## src/rtl/arb_pkg.sv

```systemverilog
// Shared types and helpers for the per-slave crossbar arbiter.
// Latency: n/a (package).
// Backpressure: n/a (package).
// Contents: FSM state encoding, clog2 helper, default watchdog limit.
package arb_pkg;

  typedef enum logic [1:0] {
    IDLE  = 2'd0,
    GRANT = 2'd1,
    DRAIN = 2'd2
  } arb_state_t;

  localparam int ARB_TIMEOUT_DEF = 1023;

  // Ceiling log2, usable in constant expressions.
  function automatic int clog2(input int v);
    int r;
    r = 0;
    for (int i = 0; i < 31; i++) begin
      if ((1 << i) < v) r = i + 1;
    end
    return r;
  endfunction

endpackage

```

## src/rtl/slave_port_arbiter_rr_pick.sv

```systemverilog
// Combinational round-robin picker: first set request after the last owner.
// Latency: 0 cycles (pure combinational).
// Backpressure: none; the caller decides when to register the pick.
// Ports: i_req (requests), i_last (previous owner), o_onehot/o_idx (winner),
//        o_any (at least one request present).
module rr_pick #(
  parameter int NM   = 4,
  parameter int LGNM = 2
) (
  input  logic [NM-1:0]   i_req,
  input  logic [LGNM-1:0] i_last,
  output logic [NM-1:0]   o_onehot,
  output logic [LGNM-1:0] o_idx,
  output logic            o_any
);

  always_comb begin
    int v_pos;
    o_onehot = '0;
    o_idx    = '0;
    o_any    = 1'b0;
    v_pos    = 0;
    // Walk last+1 .. last+NM with explicit wrap so non power-of-two NM works.
    for (int k = 1; k <= NM; k++) begin
      v_pos = int'(i_last) + k;
      if (v_pos >= NM) v_pos = v_pos - NM;
      if (!o_any && i_req[LGNM'(v_pos)]) begin
        o_any                   = 1'b1;
        o_onehot[LGNM'(v_pos)]  = 1'b1;
        o_idx                   = LGNM'(v_pos);
      end
    end
  end

endmodule

```

## src/rtl/slave_port_arbiter.sv

```systemverilog
// Shares one decoded slave port between NM masters; round-robin grant held
// for the whole bus cycle including drain of outstanding acks.
// Latency: 1 cycle request->grant; strobe/stall/ack routing is combinational.
// Backpressure: non-owners always stalled; owner stalled by slave stall or
// when the outstanding counter is full.
// Optional feature macro: ARB_TIMEOUT_EN (ack watchdog with abort pulse).
// Ports: i_clk/i_reset_n; i_req/i_stb per master; i_slv_stall/ack/err from
// slave; o_grant/o_owner/o_busy state; o_slv_stb to slave; o_mstall/o_mack/
// o_merr per master; o_timeout_err one-cycle abort pulse.
module slave_port_arbiter
  import arb_pkg::*;
#(
  parameter int NM       = 4,
  parameter int LGNM     = 2,
  parameter int LGMAXOUT = 4,
  parameter int TIMEOUT  = ARB_TIMEOUT_DEF
) (
  input  logic            i_clk,
  input  logic            i_reset_n,
  input  logic [NM-1:0]   i_req,
  input  logic [NM-1:0]   i_stb,
  input  logic            i_slv_stall,
  input  logic            i_slv_ack,
  input  logic            i_slv_err,
  output logic [NM-1:0]   o_grant,
  output logic [LGNM-1:0] o_owner,
  output logic            o_slv_stb,
  output logic [NM-1:0]   o_mstall,
  output logic [NM-1:0]   o_mack,
  output logic [NM-1:0]   o_merr,
  output logic            o_busy,
  output logic            o_timeout_err
);

  arb_state_t            r_state;
  logic [NM-1:0]         r_grant;
  logic [LGNM-1:0]       r_owner;
  logic [LGNM-1:0]       r_last;
  logic [LGMAXOUT-1:0]   r_count;
  logic [LGMAXOUT-1:0]   w_count_nxt;

  logic [NM-1:0]         w_pick_oh;
  logic [LGNM-1:0]       w_pick_idx;
  logic                  w_pick_any;
  logic                  w_full;
  logic                  w_cnt_zero;
  logic                  w_own_req;
  logic                  w_take;
  logic                  w_ret;
  logic                  w_timeout;

  rr_pick #(.NM(NM), .LGNM(LGNM)) u_pick (
    .i_req    (i_req),
    .i_last   (r_last),
    .o_onehot (w_pick_oh),
    .o_idx    (w_pick_idx),
    .o_any    (w_pick_any)
  );

  assign w_full     = (r_count == {LGMAXOUT{1'b1}});
  assign w_cnt_zero = (r_count == '0);
  assign w_own_req  = i_req[r_owner];

  // Strobe is also gated by the owner's request: a master that has dropped
  // its cycle must not launch anything while we decide between IDLE/DRAIN.
  assign o_slv_stb = (r_state == GRANT) && w_own_req && i_stb[r_owner] && !w_full;
  assign w_take    = o_slv_stb && !i_slv_stall;
  // Returns with nothing outstanding are stray and ignored entirely.
  assign w_ret     = (i_slv_ack || i_slv_err) && !w_cnt_zero;

  always_comb begin
    w_count_nxt = r_count;
    if (w_take && !w_ret)      w_count_nxt = r_count + 1'b1;
    else if (!w_take && w_ret) w_count_nxt = r_count - 1'b1;
  end

  always_comb begin
    o_mstall = '0;
    o_mack   = '0;
    o_merr   = '0;
    if (r_state == GRANT) begin
      o_mstall          = '1;
      o_mstall[r_owner] = i_slv_stall || w_full;
      if (!w_cnt_zero) begin
        o_mack[r_owner] = i_slv_ack;
        o_merr[r_owner] = i_slv_err || w_timeout;
      end
    end else if (r_state == DRAIN) begin
      // Owner already ended its cycle: hold everyone off, swallow returns.
      o_mstall = '1;
    end
  end

`ifdef ARB_TIMEOUT_EN
  localparam int LGTO = clog2(TIMEOUT + 1);
  logic [LGTO-1:0] r_wd;
  logic            w_wd_run;

  // Watchdog runs only while something is outstanding and the slave is silent.
  assign w_wd_run  = (r_state != IDLE) && !w_cnt_zero && !(i_slv_ack || i_slv_err);
  assign w_timeout = w_wd_run && (r_wd == LGTO'(TIMEOUT - 1));

  always_ff @(posedge i_clk or negedge i_reset_n) begin
    if (!i_reset_n)                r_wd <= '0;
    else if (!w_wd_run || w_timeout) r_wd <= '0;
    else                           r_wd <= r_wd + 1'b1;
  end
`else
  logic w_unused_timeout;
  assign w_unused_timeout = (TIMEOUT == 0);
  assign w_timeout        = 1'b0;
`endif

  assign o_timeout_err = w_timeout;
  assign o_grant       = r_grant;
  assign o_owner       = r_owner;
  assign o_busy        = (r_state != IDLE);

  always_ff @(posedge i_clk or negedge i_reset_n) begin
    if (!i_reset_n) begin
      r_state <= IDLE;
      r_grant <= '0;
      r_owner <= '0;
      r_last  <= LGNM'(NM - 1);   // so master 0 wins the first arbitration
      r_count <= '0;
    end else begin
      r_count <= w_timeout ? '0 : w_count_nxt;
      case (r_state)
        IDLE: begin
          if (w_pick_any) begin
            r_state <= GRANT;
            r_grant <= w_pick_oh;
            r_owner <= w_pick_idx;
            r_last  <= w_pick_idx;
          end
        end
        GRANT: begin
          if (w_timeout || (!w_own_req && w_cnt_zero)) begin
            r_state <= IDLE;
            r_grant <= '0;
          end else if (!w_own_req) begin
            r_state <= DRAIN;
          end
        end
        DRAIN: begin
          // Leave as soon as the last ack lands, same cycle included.
          if (w_timeout || (w_count_nxt == '0)) begin
            r_state <= IDLE;
            r_grant <= '0;
          end
        end
        default: begin
          r_state <= IDLE;
          r_grant <= '0;
        end
      endcase
    end
  end

endmodule

```

## config.mk

```make
export PLATFORM = sky130hd
export DESIGN_NAME = slave_port_arbiter
export DESIGN_NICKNAME = d
export VERILOG_FILES = /design/src/rtl/arb_pkg.sv /design/src/rtl/slave_port_arbiter_rr_pick.sv /design/src/rtl/slave_port_arbiter.sv
export SDC_FILE = /design/constraint.sdc
export NUM_CORES = 1
export LEC_CHECK = 0
export ABC_CLOCK_PERIOD_IN_PS = 8400
export BUFFER_PORTS_ARGS = -buffer_cell sky130_fd_sc_hd__buf_2
export CAP_MARGIN = 40
export CORE_UTILIZATION = 58
export CTS_BUF_LIST = sky130_fd_sc_hd__clkbuf_16
export DETAILED_ROUTE_END_ITERATION = 10
export GPL_TIMING_DRIVEN = 0
export PLACE_DENSITY = 0.85
export SYNTH_ARGS = -nofsm -noshare
export SYNTH_HDL_FRONTEND = slang
export SYNTH_SLANG_ARGS = --single-unit
```

## constraint.sdc

```tcl
create_clock -name i_clk -period 8.4 [get_ports i_clk]
set_input_delay 2.52 -clock i_clk [delete_from_list [all_inputs] [get_ports i_clk]]
set_output_delay 2.52 -clock i_clk [all_outputs]
set_load 0.02 [all_outputs]
```

# Yosys cells after proc, flatten, opt, wreduce, memory -nomap -nowiden
# Cells that the tools add are included.
# classes
div	0
eq_ne	7
n_reduce_logical	34
shift	0
add_sub_neg	10
mul	0
muxes	59
bitwise	7
magnitude_cmp	14
# ops
operator	n
$mux W4	15
$mux W2	12
$mux W1	19
$logic_and A1 B1 Y1	16
$lt A2 B4 Y1 const B	4
$or A4 B4 Y4	4
$bmux W1 S2	6
$pmux W4 S3	1
$demux W1 S2	5
$ge A2 B1 Y1 const B	5
$ge A3 B3 Y1 const B	3
$logic_not A1 Y1	9
$and A4 B4 Y4	2
$logic_not A4 Y1	2
$sub A2 B1 Y2 const B	4
$add A2 B2 Y3 const B	2
$ne A2 B1 Y1 const B	3
$pmux W2 S3	1
$reduce_and A3 Y1	2
$add A2 B3 Y4 const B	1
$add A4 B1 Y4 const B	1
$eq A4 B4 Y1 const B	1
$ge A4 B3 Y1 const B	1
$not A4 Y4	1
10 further kinds	11
# totals
latch_bits	0
n_memories	0
out_inout_bits	21
register_bits	14
wordCells	136
mem_bits_rw	0
romBits	0

# Longest topological paths before layout
# Gate-level depths: netlist (run 1).
# logic_depth
depth_word	18
depth_mapped	11
mapped_depth_nobuf	8

# Hierarchy
# A second synthesis (run 1) with hierarchy kept.
# unflattened
cells_unflattened	176
area_unflattened_um2	1498.9
# modules_own_cells
mod	seq_area_each_um2	cells_per_inst	n_inst	area_each_um2
slave_port_arbiter	352.8	123	1	1021.0
rr_pick	0.0	53	1	478.0

# Least setup slack after synthesis (run 1)
# No wires, ideal clock.
# synth_path
path_type	input -> output
from	input port i_req[1]
to	output port o_slv_stb
cell_stages	3
path_slack_ps	2574
required_ps	5880
arrival_time_ps	3306
path_cell_list	mux4_2 nand3_1 a31oi_1
# synth_between
elab_chain_cells	5
# synth_lines
item	line_no	rtl
from (decl)	slave_port_arbiter.sv:20	input logic [NM-1:0] i_req,
$bmux W1 S2	slave_port_arbiter.sv:62	assign w_own_req = i_req[r_owner];
$mux W1 (implied by the code)	slave_port_arbiter.sv:62	
$logic_and A1 B1 Y1 (3 in series)	slave_port_arbiter.sv:66	assign o_slv_stb = (r_state == GRANT) && w_own_req && i_stb[r_owner] && !w_full;
to (decl)	slave_port_arbiter.sv:27	output logic o_slv_stb,
# Every way passes these cells. The select of a mux whose other input is x is not followed.

# Worst setup path after layout (run 1)
# layout_path
from	input port i_req[3]
to	output port o_slv_stb
# The elaborated chain is that of the path after synthesis.

==> flow_summary_export.csv, run 1 <==
group,metric,value,unit
logic_synthesis,synth_area_leaders,"dfrtp_1 (20%), ha_1 (8.4%), mux4_2 (7.6%), nor2_1 (5.8%), a22oi_1 (4.1%)",
logic_synthesis,ys_seq_area_share,23.8,%
timing,tightest_slew,0.839,ns
critical_path,rr_startpoint,"r_last[0]",
clock_tree,post_cts_buffers,0,
critical_path,worst_ep_required_time,5.88,ns
clock_tree,h-tree-depth,1,
worst_hold_path,whs_endpoint,"o_grant[3]",
logic_synthesis,synth_nets,192,
route,dr_total_vias,1442,
power,irDropWorstVdd,0.375,mV
die,die_y,52.6,µm
route,drt_iter0_drc,23,
clock_tree,cts-resized-gates,0,
logic_synthesis,mappedNetlistArea,1480,µm²
die,start_util,64.0,%
global_route,busiest_layer,"met2",
global_route,grt_use_met1,39.7,%
global_route,grt_pass1_wl,6160,µm
logic_synthesis,netlist.area_leader.share,20.3,%
clock_tree,insertion_delay,0.24,ns
layout,num-nets-final,229,
die,core.rowCount,17,
clock_tree,clockRootBuffer,"clkbuf_16",
timing,worst_hold_slack,0.538,ns
logic_synthesis,syn_area_per_cell,8.77,µm²
die,core_region_area,2320,µm²
placement,hpwl,2660,µm
timing,finalCritPeriodShare,72.8,%
route,first_pass_iters,4,
clock_tree,cts_hold_buf,0,
global_route,grt_pass1_vias,1381,
route,ant_nets,0,
clock_tree,clk_pin_slew_worst_paths,0.05,ns
layout,synthToLayoutAreaGrowth,18.5,%
power,power_density,441,nW/µm²
critical_path,r2r_slack,4.82,ns
route,wire_per_inst,15.4,µm
power,power.leakage,0.000805,µW
logic_synthesis,netlist_instances,169,
timing,slew_headroom,43.3,%
route,drt-total-wl,3590,µm
critical_path,path_class,"in -> out",
global_route,grt.total_usage,30.2,%
die,die_x,52.6,µm
critical_path,worstPathMaxFanout,8,
logic_synthesis,async_reset_ff_share,100,%
die,io_pins,34,
timing,fin_skew,0.00252,ns
logic_synthesis,yosys_warnings,0,
logic_synthesis,ys_seq_elements,14,
clock_tree,cts_buffer_depth,2,
status,status,"complete, no violations",
logic_synthesis,synth_flop_cell,"dfrtp_1",
route,drc,0,
global_route,grt_overflow,0,
timing,finalCriticalPeriod,6.11,ns
global_route,grt_util_met3,5.51,%
run,maxCapViolCount,0,
worst_hold_path,whs_path_depth,2,
die,die-area,2760,µm²
timing,rsz0062_at_grt,"false",
global_route,use_met2,49.4,%
critical_path,startpoint_type,"input pin",
route,avgViaCountPerCell,6.19,
placement,place_congestion,0.811,
worst_hold_path,hold_start,"o_grant[3]",
power,power,775,µW
critical_path,worst_ep_arrival_time,3.59,ns
timing,setup-violations-final,0,
clock_tree,cts_buffers,3,
global_route,antenna_found_initial,0,
timing,hold_violations,0,
logic_synthesis,ys_types,53,
clock_tree,cts.sinks,14,
layout,drive_above_1_share,30.2,%
critical_path,reg2regPathDepth,11,
global_route,grt_max_degree,15,
critical_path,r2r-end,"o_grant[2]",
timing,timing.setup.tns,0,ns
clock_tree,cts_tree,"yes",
logic_synthesis,synth_edf_count,0,
timing,max_freq,164,MHz
layout,antenna_cells,0,
worst_hold_path,hold_class,"reg -> reg",
critical_path,worst_setup_path_end_kind,"output pin",
timing,final_max_slew_viol_count,0,
logic_synthesis,synth_largest_area_cell,"dfrtp_1",
placement,portBuffers,32,
[through the flow]
stage	cells	util [%]	area (µm²)	setup slack, ns
6_report	233	75.8	1760	2.29
3_3_place_gp	229	72.4	1680	2.31
5_1_grt	233	75.8	1760	2.24
2_1_floorplan	169	-	1480	2.57
4_1_cts	233	75.8	1760	2.29
3_5_place_dp	229	72.4	1680	2.29
[layer usage]
layer  up-vias  wire [µm]
li1        690          -
met1       685       1620
met2        61       1700
met3         6        203
met4         0         63
met5         -          0
[how the worst max path moves through the flow]
| stage | end | from | cells past startpoint |
|---|---|---|---|
| after floorplan | o_slv_stb | i_req[1] | 3 |
| after global placement | o_slv_stb | i_req[3] | 5 |
| after detailed placement | o_slv_stb | i_req[3] | 5 |
| after CTS | o_slv_stb | i_req[3] | 5 |
| after global routing | o_slv_stb | i_req[3] | 5 |
| final | o_slv_stb | i_req[3] | 5 |
[registers in the layout, summed over array words and instances (netlist names)]
register  flops
r_count       4
r_last        2
r_state       2
o_owner       2
o_grant       4
[cell families (layout without fill, tap and decap cells)]
family | count (synthesis) | in the layout | synth area share [%]
AO/OA/AOI/OAI | 40 | 40 | 18.1
multiplexers | 11 | 11 | 12.9
adder cells (fa/ha/maj) | 10 | 10 | 8.44
other | 1 | 1 | 0.253
XOR/XNOR | 4 | 4 | 2.36
flip-flops | 14 | 14 | 23.8
buffers and inverters | 14 | 50 | 5.49
AND/OR/NAND/NOR | 75 | 75 | 28.6
[power by group]
group	switching [µW]	leakage (µW)	total (µW)	internal (µW)
logic	305	0.000598	532	227
registers	46.2	0.000169	151	105
clock network	28.4	0.0000385	91.4	63.1
[synth_stat cells, types with 3 or more instances]
| master | n |
|---|---|
| and2b_1 | 3 |
| xnor2_1 | 3 |
| ha_1 | 10 |
| mux4_2 | 5 |
| mux2i_1 | 3 |
| a22oi_1 | 8 |
| nor2b_1 | 5 |
| inv_1 | 7 |
| nor2_1 | 23 |
| o21ai_1 | 4 |
| o21ai_0 | 9 |
| o211ai_1 | 3 |
| buf_6 | 3 |
| nand2_1 | 16 |
| a31oi_1 | 5 |
| nor3_1 | 3 |
| dfrtp_1 | 12 |
[area by class of cell]
cell class                 instances  area (µm²)
multi-input combinational        141        1050
fill                             176         562
sequential                        14         353
timing repair buffer              32         160
clock buffer                       3        75.1
buffer                             7        55.1
tap                               28        35.0
inverter                           7        26.3
clock inverter                     1        3.75
[cells in the final DEF (no fill, tap or decap), drive strengths merged, types with 4 or more instances in the layout]
cell type,count
clkbuf,4
buf,38
a22oi,8
nor2b,6
a31oi,5
inv,7
nand2,16
dfrtp,12
mux4,6
o21ai,13
nor3,5
nor2,24
ha,10
[critical path, stage by stage]
cell and delay, ns:
buf_2 0.14, mux4_2 0.55, nand3_1 0.16, a31oi_1 0.05, buf_2 0.17
Power figures use the tool's default switching activity.
==> run 2, diff against run 1 <==
--- a/config.mk
+++ b/config.mk
@@ -5,14 +5,15 @@
 export SDC_FILE = /design/constraint.sdc
 export NUM_CORES = 1
 export LEC_CHECK = 0
-export ABC_CLOCK_PERIOD_IN_PS = 8400
+export ABC_CLOCK_PERIOD_IN_PS = 4950
 export BUFFER_PORTS_ARGS = -buffer_cell sky130_fd_sc_hd__buf_2
 export CAP_MARGIN = 40
-export CORE_UTILIZATION = 58
+export CORE_ASPECT_RATIO = 2
+export CORE_UTILIZATION = 49
 export CTS_BUF_LIST = sky130_fd_sc_hd__clkbuf_16
 export DETAILED_ROUTE_END_ITERATION = 10
 export GPL_TIMING_DRIVEN = 0
-export PLACE_DENSITY = 0.85
+export PLACE_DENSITY = 0.76
 export SYNTH_ARGS = -nofsm -noshare
 export SYNTH_HDL_FRONTEND = slang
 export SYNTH_SLANG_ARGS = --single-unit
==> constraint.sdc (replaced) <==
create_clock -name i_clk -period 4.95 [get_ports i_clk]
set_input_delay 1.485 -clock i_clk [delete_from_list [all_inputs] [get_ports i_clk]]
set_output_delay 1.485 -clock i_clk [all_outputs]
set_load 0.02 [all_outputs]
==> flow_summary_export.csv, run 2 (synthesis results as in run 1) <==
group,metric,value,unit
route,drc,0,
placement,place_congestion,0.718,
global_route,grt_pass1_wl,6230,µm
timing,tightest_slew,0.754,ns
layout,final_common_cell,"buf_2",
route,wl_met1,1320,µm
clock_tree,post_cts_buffers,0,
route,top_layer_used,"met4",
die,die-area,3260,µm²
layout,num-nets-final,229,
layout,final_area,1760,µm²
global_route,grt.total_usage,27.0,%
timing,final_max_slew_viol_count,0,
run,maxCapViolCount,0,
power,power.leakage,0.000805,µW
clock_tree,clk_pin_slew_worst_paths,0.05,ns
timing,finalCritPeriodShare,82.3,%
timing,max_freq,245,MHz
timing,slew_headroom,49.0,%
clock_tree,cts_buffer_depth,2,
die,core_region_area,2800,µm²
critical_path,path_class,"in -> out",
die,die_y,79.8,µm
die,io_pins,34,
critical_path,startpoint_type,"input pin",
worst_hold_path,whs_path_depth,2,
timing,hold_violations,0,
route,first_pass_iters,4,
layout,antenna_cells,0,
route,dr_wl_met2,2280,µm
global_route,grt_max_degree,15,
worst_hold_path,whs_endpoint,"o_grant[0]",
placement,place_area,1680,µm²
timing,rsz0062_at_grt,"false",
clock_tree,clockRootBuffer,"clkbuf_16",
clock_tree,cts_tree,"yes",
timing,timing.setup.tns,0,ns
global_route,grt_pass1_vias,1427,
critical_path,r2r-end,"o_grant[2]",
die,start_util,52.9,%
route,drt-total-wl,3800,µm
die,die_x,40.9,µm
status,status,"complete, no violations",
route,dr_total_vias,1460,
critical_path,r2r_slack,1.48,ns
route,wire_per_inst,16.2,µm
clock_tree,h-tree-depth,1,
placement,portBuffers,32,
critical_path,reg2regPathDepth,11,
layout,drive_above_1_share,30.2,%
worst_hold_path,hold_class,"reg -> reg",
global_route,grt_overflow,0,
clock_tree,insertion_delay,0.24,ns
clock_tree,cts-resized-gates,0,
layout,synthToLayoutAreaGrowth,18.6,%
die,core.rowCount,27,
clock_tree,cts.sinks,14,
clock_tree,cts_hold_buf,0,
global_route,antenna_found_initial,0,
timing,setup-violations-final,0,
critical_path,worst_ep_arrival_time,2.59,ns
placement,hpwl,3050,µm
layout,multi_input_area,1050,µm²
route,drt_iter0_drc,35,
power,irDropWorstVdd,0.397,mV
route,wl_met3,91,µm
critical_path,worst_setup_path_end_kind,"output pin",
layout,fillerInstances,268,
layout,regArea,353,µm²
route,avgViaCountPerCell,6.24,
timing,fin_skew,0.00223,ns
critical_path,worst_ep_required_time,3.46,ns
timing,finalCriticalPeriod,4.07,ns
critical_path,worstPathMaxFanout,8,
critical_path,rr_startpoint,"r_last[0]",
clock_tree,cts_buffers,3,
route,ant_nets,0,
worst_hold_path,hold_start,"o_grant[0]",
layout,mostFrequentLayoutCells,"buf_2 (34), nor2_1 (23), nand2_1 (16), dfrtp_1 (12), ha_1 (10)",
power,power_density,746,nW/µm²
-- run 2: cell counts in the layout (fill, tap and decap cells not counted) --
No cell type changed its count.
-- run 2: worst max-delay path by stage --
stage / start / end / slack [ns]
after floorplan: i_req[1] / o_slv_stb / 1.19
after global placement: i_req[3] / o_slv_stb / 0.91
after detailed placement: i_req[3] / o_slv_stb / 0.89
after CTS: i_req[3] / o_slv_stb / 0.88
after global routing: i_req[3] / o_slv_stb / 0.83
final: i_req[3] / o_slv_stb / 0.88
-- run 2: where the power goes --
part           internal [µW]  total, µW  switching (µW)
Sequential               178        255            76.8
Combinational            385        903             518
Clock                    107        153            46.3
-- run 2: layout make-up --
type / instances / share of cell area [%]
multi-input combinational: 141 / 59.6
clock inverter: 1 / 0.214
sequential: 14 / 20.1
clock buffer: 3 / 4.27
tap: 29 / 2.06
buffer: 7 / 3.13
inverter: 7 / 1.49
timing repair buffer: 32 / 9.11
-- run 2: layer usage --
metal  track usage, %  up-vias
met4             13.7        0
li1                 -      691
met2             50.9       37
met1             25.0      722
met5                0        -
met3             1.95       10
-- run 2: per-stage QoR --
step	power [µW]	hold WS, ns	setup WS (ns)	utilization, %	cells
final	1310	0.538	0.875	62.7	234
after global routing	1420	0.570	0.825	62.7	234
after CTS	1310	0.542	0.876	62.7	234
after detailed placement	1150	0.535	0.893	59.9	230
after global placement	1120	0.525	0.911	59.9	230
after floorplan	936	0.533	1.19	-	169
-- run 2: critical path, stage by stage --
cell     delay [ns]
buf_2          0.14
mux4_2         0.56
nand3_1        0.17
a31oi_1        0.05
buf_2          0.18
==> run 3, diff against run 2 <==
--- a/config.mk
+++ b/config.mk
@@ -5,7 +5,7 @@
 export SDC_FILE = /design/constraint.sdc
 export NUM_CORES = 1
 export LEC_CHECK = 0
-export ABC_CLOCK_PERIOD_IN_PS = 4950
+export ABC_CLOCK_PERIOD_IN_PS = 3300
 export BUFFER_PORTS_ARGS = -buffer_cell sky130_fd_sc_hd__buf_2
 export CAP_MARGIN = 40
 export CORE_ASPECT_RATIO = 2
==> constraint.sdc (replaced) <==
create_clock -name i_clk -period 3.3 [get_ports i_clk]
set_input_delay 0.99 -clock i_clk [delete_from_list [all_inputs] [get_ports i_clk]]
set_output_delay 0.99 -clock i_clk [all_outputs]
set_load 0.02 [all_outputs]
==> flow_summary_export.csv, run 3 (synthesis results as in run 1) <==
group,metric,value,unit
status,status,"complete, no violations",
critical_path,worst_ep_required_time,3.47,ns
route,drc,0,
route,drt-total-wl,3860,µm
timing,finalCriticalPeriod,3.14,ns
power,power.leakage,0.000817,µW
route,dr_wl_met2,2320,µm
route,drt_iter0_drc,24,
route,wl_met3,97,µm
placement,hpwl,3050,µm
power,power_density,1120,nW/µm²
global_route,grt_max_degree,15,
route,dr_total_vias,1468,
global_route,grt_overflow,0,
global_route,grt_pass1_wl,6240,µm
layout,mostFrequentLayoutCells,"buf_2 (33), nor2_1 (23), nand2_1 (16), dfrtp_1 (12), ha_1 (10)",
run,maxCapViolCount,0,
placement,place_ws,-0.152,ns
route,top_layer_used,"met4",
route,ant_nets,0,
layout,final_common_cell,"buf_2",
clock_tree,cts.sinks,14,
critical_path,worstPathMaxFanout,10,
die,die-area,3260,µm²
critical_path,worst_setup_path_end_kind,"register",
critical_path,startpoint_type,"register",
layout,fillerInstances,263,
timing,max_freq,319,MHz
die,die_y,79.8,µm
critical_path,path_class,"reg -> reg",
layout,regArea,353,µm²
clock_tree,insertion_delay,0.24,ns
placement,place_inst,230,
layout,final_area,1790,µm²
timing,worst_slack,0.162,ns
timing,hold_violations,0,
layout,drive_above_1_share,31.4,%
global_route,grt.total_usage,27.1,%
layout,postLayoutCoreUtil,63.7,%
clock_tree,clockRootBuffer,"clkbuf_16",
timing,final_max_slew_viol_count,0,
power,power,2010,µW
clock_tree,clk_pin_slew_worst_paths,0.05,ns
timing,finalCritPeriodShare,95.1,%
timing,fin_skew,0.00223,ns
layout,multi_input_area,1050,µm²
layout,antenna_cells,0,
route,first_pass_iters,4,
placement,portBuffers,32,
timing,setup-violations-final,0,
route,avgViaCountPerCell,6.22,
die,core_region_area,2800,µm²
timing,rsz0062_at_grt,"false",
route,wire_per_inst,16.4,µm
power,irDropWorstVdd,0.595,mV
global_route,grt_pass1_vias,1428,
worst_hold_path,hold_class,"reg -> reg",
die,die_x,40.9,µm
clock_tree,cts_buffer_depth,2,
clock_tree,cts_hold_buf,0,
critical_path,worst_ep_arrival_time,3.31,ns
layout,instances_no_fill,236,
die,start_util,52.9,%
clock_tree,h-tree-depth,1,
die,io_pins,34,
global_route,antenna_found_initial,0,
clock_tree,cts_tree,"yes",
layout,synthToLayoutAreaGrowth,20.4,%
die,core.rowCount,27,
route,wl_met1,1340,µm
placement,place_area,1680,µm²
layout,num-nets-final,231,
clock_tree,cts_buffers,3,
placement,place_congestion,0.718,
[run 3: changes by cell type in the layout (fill, tap and decap cells not counted)]
cell,before,now
buf_4,1,3
buf_6,3,4
nor4b_2,0,1
buf_2,34,33
nor4b_1,1,0
[run 3: path summary, 6_finish.rpt]
| path | startpoint | cells after the start | slack, ns | endpoint |
|---|---|---|---|---|
| setup / recovery | r_last[0] | 11 | 0.16 | o_grant[2] |
| hold / removal | o_grant[0] | 2 | 0.54 | o_grant[0] |
| setup reg to reg | r_last[0] | 11 | 0.16 | o_grant[2] |
| hold reg to reg | o_grant[0] | 2 | 0.54 | o_grant[0] |
| max in group asynchronous | i_reset_n | 1 | 2.37 | r_last[1] |
| min in group asynchronous | i_reset_n | 1 | 0.64 | r_count[0] |
[run 3: critical path, cell delays in order (launching register included)]
cell and delay (ns):
dfstp_2 0.60, buf_6 0.18, inv_1 0.10, ha_1 0.31, buf_6 0.14, mux4_2 0.51
buf_6 0.16, or4_4 0.53, nor2b_4 0.15, nor3_4 0.17, a22oi_1 0.12, o21ai_1 0.10
[run 3: final cells by class]
class	count	share of cell area, %
flip-flops and latches	14	19.8
inverters	7	1.47
well taps	29	2.03
clock buffers	3	4.20
repair buffers	34	9.81
plain buffers	7	3.43
multi-input cells	141	59.1
clock inverters	1	0.210
[run 3: routing by layer]
layer | track usage (%) | vias up
met2 | 51.2 | 36
met4 | 13.7 | 0
met1 | 24.8 | 724
met5 | 0 | -
met3 | 1.95 | 10
li1 | - | 698
[run 3: repair_timing]
item,in CTS,in global routing
pin swaps,0,1
resized for setup,2,1
setup buffers,0,2
setup endpoints to repair,4,4
[run 3: power breakdown]
| part | internal [µW] | leakage [µW] | switching [µW] | total (µW) |
|---|---|---|---|---|
| sequential | 267 | 0.000169 | 113 | 380 |
| clock | 160 | 0.0000385 | 69.5 | 230 |
| combinational | 601 | 0.000610 | 795 | 1400 |
| total | 1030 | 0.000817 | 978 | 2010 |
[run 3: per-stage QoR]
| stage | hold slack (ns) | TNS (ns) |
|---|---|---|
| after CTS | 0.542 | 0 |
| after floorplan | 0.533 | 0 |
| after global routing | 0.570 | 0 |
| final | 0.538 | 0 |
| after detailed placement | 0.535 | -0.364 |
| after global placement | 0.525 | -0.149 |
